## src/rtl/if_id_pipe_stage.sv

```systemverilog
// if_id_pipe_stage: IF/ID pipeline register with valid/ready handshake, flush and optional skid buffer
module if_id_pipe_stage #(
  parameter int PC_W = 32,
  parameter int INST_W = 32,
  parameter int SKID = 1,
  parameter logic [INST_W-1:0] NOP_INST = {INST_W{1'b0}},
  parameter int CNT_W = 8
) (
  input  logic              clk,
  input  logic              rst,
  input  logic [PC_W-1:0]   pcIn,
  input  logic [INST_W-1:0] instIn,
  input  logic              in_valid,
  output logic              in_ready,
  input  logic              flush,
  output logic [PC_W-1:0]   pcOut,
  output logic [INST_W-1:0] instOut,
  output logic              out_valid,
  input  logic              out_ready,
  output logic [1:0]        occupancy,
  output logic [CNT_W-1:0]  flush_cnt
);
  localparam logic [CNT_W+1:0] CNT_MAX = {2'b00, {CNT_W{1'b1}}};
  logic              main_valid, skid_valid, acc, iss;
  logic [PC_W-1:0]   main_pc, skid_pc;
  logic [INST_W-1:0] main_inst, skid_inst;
  logic [CNT_W-1:0]  cnt, cnt_nxt;
  logic [1:0]        drop;
  logic [CNT_W+1:0]  sum;
  // with a skid buffer, ready depends only on stored state, never on out_ready
  assign in_ready  = (SKID != 0) ? !skid_valid : (!main_valid | out_ready);
  assign acc       = in_valid & in_ready;
  assign iss       = main_valid & out_ready;
  assign drop      = {1'b0, main_valid & !iss} + {1'b0, skid_valid} + {1'b0, acc};
  assign sum       = {2'b00, cnt} + (CNT_W+2)'(drop);
  assign cnt_nxt   = (sum > CNT_MAX) ? {CNT_W{1'b1}} : sum[CNT_W-1:0];
  assign out_valid = main_valid;
  assign pcOut     = main_valid ? main_pc : '0;
  assign instOut   = main_valid ? main_inst : NOP_INST;
  assign occupancy = {1'b0, main_valid} + {1'b0, skid_valid};
  assign flush_cnt = cnt;
  always_ff @(posedge clk or posedge rst) begin
    if (rst) begin
      main_valid <= 1'b0;
      skid_valid <= 1'b0;
      main_pc    <= '0;
      main_inst  <= NOP_INST;
      skid_pc    <= '0;
      skid_inst  <= NOP_INST;
      cnt        <= '0;
    end else if (flush) begin
      main_valid <= 1'b0;
      skid_valid <= 1'b0;
      cnt        <= cnt_nxt;
    end else if (!main_valid || iss) begin
      main_valid <= skid_valid | acc;
      main_pc    <= skid_valid ? skid_pc : pcIn;
      main_inst  <= skid_valid ? skid_inst : instIn;
      skid_valid <= 1'b0;
    end else if (acc) begin
      skid_valid <= 1'b1;
      skid_pc    <= pcIn;
      skid_inst  <= instIn;
    end
  end
endmodule

```

## config.mk

```make
export PLATFORM = sky130hd
export DESIGN_NAME = if_id_pipe_stage
export DESIGN_NICKNAME = d
export VERILOG_FILES = /design/src/rtl/if_id_pipe_stage.sv
export SDC_FILE = /design/constraint.sdc
export NUM_CORES = 1
export LEC_CHECK = 0
export CORE_MARGIN = 5
export CORE_UTILIZATION = 27
export DETAILED_ROUTE_END_ITERATION = 16
export PLACE_DENSITY = 0.5
export SETUP_SLACK_MARGIN = 0.2
export SLEW_MARGIN = 20
export SYNTH_ARGS = -nofsm -noshare
export SYNTH_HDL_FRONTEND = slang
export SYNTH_SLANG_ARGS = --single-unit
export TNS_END_PERCENT = 100
```

## constraint.sdc

```tcl
create_clock -name clk -period 6 [get_ports clk]
set_clock_uncertainty 0.15 [all_clocks]
set_input_delay 1.2 -clock clk [delete_from_list [all_inputs] [get_ports clk]]
set_output_delay 1.2 -clock clk [all_outputs]
set_load 0.05 [all_outputs]
```

Word level (Yosys, flattened, before mapping)
Cells that the tools add are included.

cells by class
  add/sub/neg operators = 4
  magnitude comparators = 1
  mux-type cells = 10
  bitwise gates (word level) = 6
  reductions and logical operators = 8

operators with widths
  operator            number
  $mux 32             4
  $add 8x2->9         1
  $gt 9x8->1 const B  1
  $mux 8              1
  $mux 1              5
  $add 1x1->2         2
  $and 1x1->1         3
  $logic_not 1->1     3
  $reduce_and 3->1    1
  $reduce_bool 3->1   1
  $add 2x1->2         1
  $not 1->1           2
  $reduce_and 2->1    1
  $reduce_bool 2->1   1
  $logic_or 1x1->1    1
  $or 1x1->1          1

word-level totals
  register bits = 138
  logic and storage cells = 36

Depth between registers and ports, before layout
Gate-level depths: netlist of the first run.

  word-level depth = 8
  gate-level depth with buffers = 12
  mapped depth without buffers = 10

Worst setup path after synthesis of the first run
Ideal clock, no wire load.

  kind = input port to flip-flop
  from = input port out_ready
  to = register cnt[6] (netlist: flush_cnt[6])
  setup time = 0.125 ns
  arrival time = 3.188 ns
  data required time = 5.725 ns
  slack = 2.537 ns
  cell stages on the path = 10
  path buffers = 0
  cells stage by stage = nor2b_1 -> inv_1 -> fa_1 -> inv_1 -> ha_1 -> inv_1 -> fa_1 -> and4b_1 -> nand3_1 -> mux2_2

on the way
  word-level cells in the longest chain between the ends = 8

RTL lines
  item                    RTL line  source
  start: declaration      19        input logic out_ready,
  $and 1x1->1 (*)         33        assign iss = main_valid & out_ready;
  $logic_not 1->1 (*)     34        assign drop = {1'b0, main_valid & !iss} + {1'b0, skid_valid} + {1'b0, acc};
  $and 1x1->1 (*)         34
  $add 1x1->2 (*)         34
  $add 2x1->2 (*)         34
  $add 8x2->9 (*)         35        assign sum = {2'b00, cnt} + (CNT_W+2)'(drop);
  $gt 9x8->1              36        assign cnt_nxt = (sum > CNT_MAX) ? {CNT_W{1'b1}} : sum[CNT_W-1:0];
  $mux 8 (*)              36
  end signal: assignment  54        cnt <= cnt_nxt;
  end: declaration        27        logic [CNT_W-1:0] cnt, cnt_nxt;

Every way passes the cells marked *; elsewhere a longest branch is shown, timed or not.
A chain may end at the register's enable or synchronous reset.

Final worst setup path of the first run
  from = register main_valid (netlist: out_valid)
  to = output port pcOut[31]

on the way
  word-level cells in the longest chain between the ends = 1

RTL lines
  item                      RTL line  source
  start: declaration        24        logic main_valid, skid_valid, acc, iss;
  start signal: assignment  56        main_valid <= skid_valid | acc;
  $mux 32                   38        assign pcOut = main_valid ? main_pc : '0;
  end: declaration          16        output logic [PC_W-1:0] pcOut,

No other way between the ends.

==> reports/results.tsv, run 1 <==
metric	value	unit
p_sw_share	29.51	%
clock_path_buffers	2	
rr_endpoint	flush_cnt[6]$_DFFE_PP0P_	
final.period_utilization	61.44	%
drive_above_1_share	16.31	%
crit_chain	and2_1 > clkdlybuf4s50_1	
synth_edf_count	0	
hold_buffers	0	
crit_fanout	67	
slew_headroom	43.27	%
fp.dieArea	28020	µm²
antenna_found_initial	0	
yosysTopAreaCellShare	51.63	%
cap_violations	0	
finalCriticalPeriod	3.686	ns
cp_slowest_cell	dfrtp_4	
drtAntennaViolNets	0	
synthCells	553	
power_density	340.0	nW/µm²
p_leak	3.766	nW
clockRootBuffer	clkbuf_16	
grt_pass1_vias	5345	
synthTopCellsByArea	dfrtp_1 52%, mux2_4 13%, o21ai_0 9.8%, mux2i_1 9.7%, and2_1 6.0%	
async_reset_ff_share	100.0	%
cts_resized	0	
startpoint_type	flip-flop	
drt-total-wl	18040	µm
cts_made_buffers	17	
drcViolationCount	0	
antennaDiodeCount	0	
arrival	2.34	ns
cp.buffers_inverters	1	
drv_slew	0	
grt_usage	13.02	%
dr.pass1.iters	4	
grt_max_degree	77	
routedWlPerCell	17.74	µm
synth-seq-area-share	51.63	%
timing.fmax	271.3	MHz
dieWidth	167.4	µm
critPathTopFamily	flip-flops	
via_count	4681	
clk_pin_slew	0.06	ns
r2r-start	out_valid$_DFFE_PP0N_	
synth-seq-cells	138	
hold_path_end	main_pc[30]$_DFFE_PP0P_	
p_clk_share	36.7	%
gr-total-overflow	0	
area_growth	34.36	%
nets	754	
setup-tns-final	0	ns
htree_levels	4	
synth_ff_type	dfrtp_1	
synth_cell_types	33	
setup.worst_path.end_class	primary output	
yosysWarnings	0	
hp-class	reg -> reg	
die_y	167.4	µm
viasPerCell	4.603	
ir_drop	0.1541	mV
yosys.area.top_type	dfrtp_1	
clock_latency	0.41	ns
avgSynthCellArea	12.10	µm²
grt_pass1_wl	29330	µm
cts_tree	built	
worst-setup-path-type	reg -> out	
utilization	36.85	%
synth_area	6689	µm²
status	completed	
combinationalPowerShare	22.8	%
worstHoldStart	main_pc[30]$_DFFE_PP0P_	
p_seq_share	40.5	%
worstPathRequired	4.65	ns
io_buffers	144	
hold_violations	0	
p_sw	0.9017	mW
rsz0062_at_grt	no	
initial_core_util	27.42	%
rows	57	
r2r_cells	10	
critical_path.max_stage_delay	0.82	ns
clock-sinks	138	
internal-power	2.154	mW
core_area	24390	µm²
io_pins	145	
synthesis.nets	627	
post-cts-setup-buffer-count	0	
worst_hold_path.num_cells	2	
r2r_slack	2.68	ns
finalWeightedCongestion	0.7601	
finalSetupViolCount	0	
first_iter_violations	238	
place_hpwl	11010	µm
worst_slew_pin_slew	0.8509	ns
Yosys cell counts (all sizes together), types with 2 or more instances:
cell	number
dfrtp	138
o21ai	131
mux2	67
mux2i	65
and2	64
clkbuf	29
buf	15
inv	10
a31oi	3
ha	3
nand2	3
nand2b	3
nand3	3
nor2	3
a21oi	2
fa	2
nor2b	2
or3	2
worst max path at each step:
stage,from,slack [ns],endpoint,cells past startpoint
4_1_cts,out_valid$_DFFE_PP0N_,1.98,pcOut[26],2
5_1_grt,out_valid$_DFFE_PP0N_,2.18,pcOut[26],2
3_5_place_dp,out_ready,1.96,flush_cnt[6]$_DFFE_PP0P_,11
2_1_floorplan,rst,0.95,flush_cnt[0]$_DFFE_PP0P_,1
6_report,out_valid$_DFFE_PP0N_,2.31,pcOut[31],2
3_3_place_gp,out_ready,2.02,flush_cnt[6]$_DFFE_PP0P_,11
metal layers:
metal	track usage (%)	up-vias	part of all wire (%)	wire length, µm
li1	-	2184	-	-
met1	15.64	2368	44	7895
met2	23.35	116	51	9172
met3	3.678	13	4.3	778
met4	2.646	0	1.1	191
met5	0	-	0	0
tightest hold or removal path: cells and delay by family (launching register included):
| kind | cells | cell delay, ns |
|---|---|---|
| flip-flops | 1 | 0.33 |
| AO/OA/AOI/OAI | 2 | 0.14 |
kinds of logic after synthesis:
group,share of synthesized area [%]
compound gates,10.46
flops,51.63
mux,24.37
simple gates,8.081
buf+inv,4.302
fa+ha+maj,1.160
sequential cells by signal (all words and copies together) (netlist names):
| register | cells |
|---|---|
| main_inst | 32 |
| main_pc | 32 |
| skid_inst | 32 |
| skid_pc | 32 |
| flush_cnt | 8 |
| out_valid | 1 |
| skid_valid | 1 |
power by group through the flow:
stage / clock (mW) / sequential [mW] / combinational, mW
5_1_grt: 1.19 / 1.26 / 0.752
6_report: 1.12 / 1.24 / 0.697
3_3_place_gp: 0 / 1.24 / 0.687
2_1_floorplan: 0 / 1.28 / 0.427
4_1_cts: 1.16 / 1.24 / 0.708
3_5_place_dp: 0 / 1.25 / 0.704
placed cells by master, fill, tap and decap left out, types with 3 or more instances in the layout:
| cell | count |
|---|---|
| mux2i_1 | 65 |
| inv_6 | 4 |
| dfrtp_1 | 136 |
| o21ai_0 | 131 |
| bufinv_16 | 4 |
| buf_4 | 8 |
| nand3_1 | 3 |
| clkdlybuf4s50_1 | 143 |
| ha_1 | 3 |
| clkinvlp_4 | 4 |
| and2_1 | 64 |
| a31oi_1 | 3 |
| inv_1 | 9 |
| mux2_4 | 60 |
| nor2_1 | 3 |
| clkbuf_16 | 17 |
| mux2_2 | 6 |
metrics by stage:
stage          cells  area, µm²  total power, mW  setup slack (ns)  hold WS, ns
2_1_floorplan    553       6689            1.711            0.9538       0.3137
3_3_place_gp     985       8361            1.930             2.015       0.3331
3_5_place_dp     985       8361            1.956             1.957       0.3412
4_1_cts         1017       8985            3.103             1.978       0.3560
5_1_grt         1017       8987            3.208             2.180       0.3657
6_report        1017       8987            3.056             2.314       0.3469
area by class of cell:
cell class	instances	area, µm²
clock buffer	18	429.2
clock inverter	14	195.2
fill	2399	15400
inverter	10	42.54
multi-input combinational	361	2958
sequential	138	3461
tap	324	405.4
timing repair buffer	152	1496
Note: power is estimated with default switching activity, not from simulation.
==> run 2, diff against run 1 <==
--- a/config.mk
+++ b/config.mk
@@ -8,7 +8,7 @@
 export CORE_MARGIN = 5
 export CORE_UTILIZATION = 27
 export DETAILED_ROUTE_END_ITERATION = 16
-export PLACE_DENSITY = 0.5
+export PLACE_DENSITY = 0.52
 export SETUP_SLACK_MARGIN = 0.2
 export SLEW_MARGIN = 20
 export SYNTH_ARGS = -nofsm -noshare
==> constraint.sdc (replaced) <==
create_clock -name clk -period 3.1 [get_ports clk]
set_clock_uncertainty 0.15 [all_clocks]
set_input_delay 0.62 -clock clk [delete_from_list [all_inputs] [get_ports clk]]
set_output_delay 0.62 -clock clk [all_outputs]
set_load 0.05 [all_outputs]
==> run 2 against run 1 <==
  * Routed wire length is 1.1% higher
  * Sequential cell count stayed put
  * Design area is 0.92% higher
  * Sequential power is 92% higher
  * Worst setup slack worse by 2.0 ns
  * Count of clock-buffer cells in the layout is 2 higher
  * Cell count is 1.3% higher
  * Global-route usage is 0.30 points higher
  * Critical path depth stayed put
  * Worst hold slack hardly changed
  * Critical path type unchanged
  * Highest routed layer unchanged
==> reports/results.tsv, run 2 (synthesis results as in run 1) <==
metric	value	unit	change
status	completed		
cp_slowest_cell	clkdlybuf4s50_1		
rows	57		unchanged
setup.worst_path.end_class	primary output		
critical_path.max_stage_delay	0.88	ns	+0.06 ns
nets	767		+1.7%
clockRootBuffer	clkbuf_16		
final_common_cell	dfrtp_1		
fin_hold_ws	0.3472	ns	+0.0002620 ns
core_area	24390	µm²	unchanged
cts_made_buffers	17		unchanged
slew_headroom	49.63	%	+6.4 points
clock_latency	0.41	ns	about the same
wl_met1	8138	µm	+3.1%
timing.fmax	364.3	MHz	
cap_violations	0		unchanged
first_iter_violations	250		+5.0%
io_buffers	144		unchanged
worstPathRequired	2.33	ns	-2.32 ns
crit_chain	buf_4 > clkdlybuf4s50_1		
final.period_utilization	88.56	%	
startpoint_type	flip-flop		
drv_slew	0		unchanged
cts_tree	built		
utilization	37.19	%	+0.34 points
crit_fanout	34		-49%
p_leak	4.116	nW	+9.3%
io_pins	145		unchanged
rsz0062_at_grt	no		
die_y	167.4	µm	unchanged
antennaDiodeCount	0		unchanged
fp.dieArea	28020	µm²	unchanged
grt_pass1_wl	30150	µm	+2.8%
clk_pin_slew	0.06	ns	about the same
ir_drop	0.2962	mV	+92%
antenna_found_initial	0		unchanged
finalWeightedCongestion	0.7562		-0.51%
area_growth	35.60	%	
cp.buffers_inverters	2		+1
grt_pass1_vias	5366		+0.39%
worst_slew_pin_slew	0.7539	ns	-0.09701 ns
finalSetupViolCount	0		unchanged
dieWidth	167.4	µm	unchanged
drtAntennaViolNets	0		unchanged
routedWlPerCell	17.71	µm	-0.17%
r2r_slack	0.40	ns	-2.28 ns
grt_max_degree	66		-14%
via_count	4800		+2.5%
hold_violations	0		unchanged
wl_met2	9025	µm	-1.6%
initial_core_util	27.42	%	unchanged
clock_path_buffers	2		unchanged
grt_usage	13.32	%	+0.30 points
clock-sinks	138		unchanged
finalCriticalPeriod	2.745	ns	
top_layer_used	met4		
hp-class	reg -> reg		
drcViolationCount	0		unchanged
final_cell_mix	136 x dfrtp_1, 131 x o21ai_0, 76 x clkdlybuf4s50_1		
drt-total-wl	18240	µm	+1.1%
power_density	651.4	nW/µm²	+92%
viasPerCell	4.660		+1.2%
worst-setup-path-type	reg -> out		
fill_cells	2391		-0.33%
drive_above_1_share	19.55	%	+3.2 points
route.met3.wl	881	µm	+13%
htree_levels	4		unchanged
gr-total-overflow	0		unchanged
dr.pass1.iters	4		unchanged
critPathTopFamily	buffers and inverters		
place_hpwl	11630	µm	+5.6%
arrival	1.98	ns	-0.36 ns
run 2: cell types whose count changed in the layout (fill, tap and decap cells not counted), sizes merged:
cell	delta
buf	+21
bufinv	-1
clkbuf	+2
clkdlybuf4s50	-67
clkinv	+2
dlygate4sd2	+59
inv	-3
run 2: cell type report:
class / count / area, µm² / share of cell area [%]
Multi-Input combinational cell: 361 / 2969 / 32.74
Tap cell: 324 / 405.4 / 4.470
Timing Repair Buffer: 165 / 1563 / 17.23
Clock inverter: 12 / 162.7 / 1.793
Sequential cell: 138 / 3458 / 38.13
Inverter: 10 / 45.04 / 0.4966
Clock buffer: 20 / 466.7 / 5.146
run 2: power breakdown:
group          internal, mW  leakage, nW  switching (mW)
Clock                  1.34        0.303           0.826
Sequential             2.16         1.69           0.224
Combinational         0.645         2.12           0.714
Total                  4.14         4.12            1.76
run 2: tightest hold or removal path, cell delays in order (launching register included):
cell	delay (ns)
dfrtp_1	0.33
o21ai_0	0.07
o21ai_0	0.07
run 2: through the flow:
stage | TNS [ns] | cells | worst slack [ns] | power, mW | area, µm²
after floorplan | 0 | 553 | 0.04210 | 3.321 | 6729
after global placement | -0.4067 | 997 | -0.2207 | 3.765 | 8507
after detailed placement | -0.6798 | 997 | -0.2702 | 3.817 | 8507
after CTS | 0 | 1030 | 0.2896 | 5.988 | 9070
after global routing | 0 | 1030 | 0.2510 | 6.210 | 9070
final | 0 | 1030 | 0.3548 | 5.909 | 9070
run 2: final timing paths:
path / start / to / depth (start not counted)
max in group asynchronous: rst / main_pc[18]$_DFFE_PP0P_ / 3
max: out_valid$_DFFE_PP0N_ / out_valid / 2
min in group asynchronous: rst / skid_inst[6]$_DFFE_PP0P_ / 2
max reg2reg: out_valid$_DFFE_PP0N_ / flush_cnt[6]$_DFFE_PP0P_ / 10
min: main_inst[23]$_DFFE_PP0P_ / main_inst[23]$_DFFE_PP0P_ / 2
min reg2reg: main_inst[23]$_DFFE_PP0P_ / main_inst[23]$_DFFE_PP0P_ / 2
run 2: per-layer routing:
metal,track usage (%),vias to the layer above
li1,-,2210
met1,16.89,2450
met2,22.54,123
met3,3.819,17
met4,3.246,0
met5,0,-
run 2: what timing repair did:
item | 4_1_cts | 5_1_grt
resized for setup | 59 | 0
endpoints found under the setup margin | 59 | 0
hold buffers | 0 | 0
buffers inserted | 1 | 0
==> run 3, diff against run 2 <==
--- a/config.mk
+++ b/config.mk
@@ -10,7 +10,6 @@
 export DETAILED_ROUTE_END_ITERATION = 16
 export PLACE_DENSITY = 0.52
 export SETUP_SLACK_MARGIN = 0.2
-export SLEW_MARGIN = 20
 export SYNTH_ARGS = -nofsm -noshare
 export SYNTH_HDL_FRONTEND = slang
 export SYNTH_SLANG_ARGS = --single-unit
==> results of run 3 <==
Final layout, timing and power as in run 2 (identical DEF).
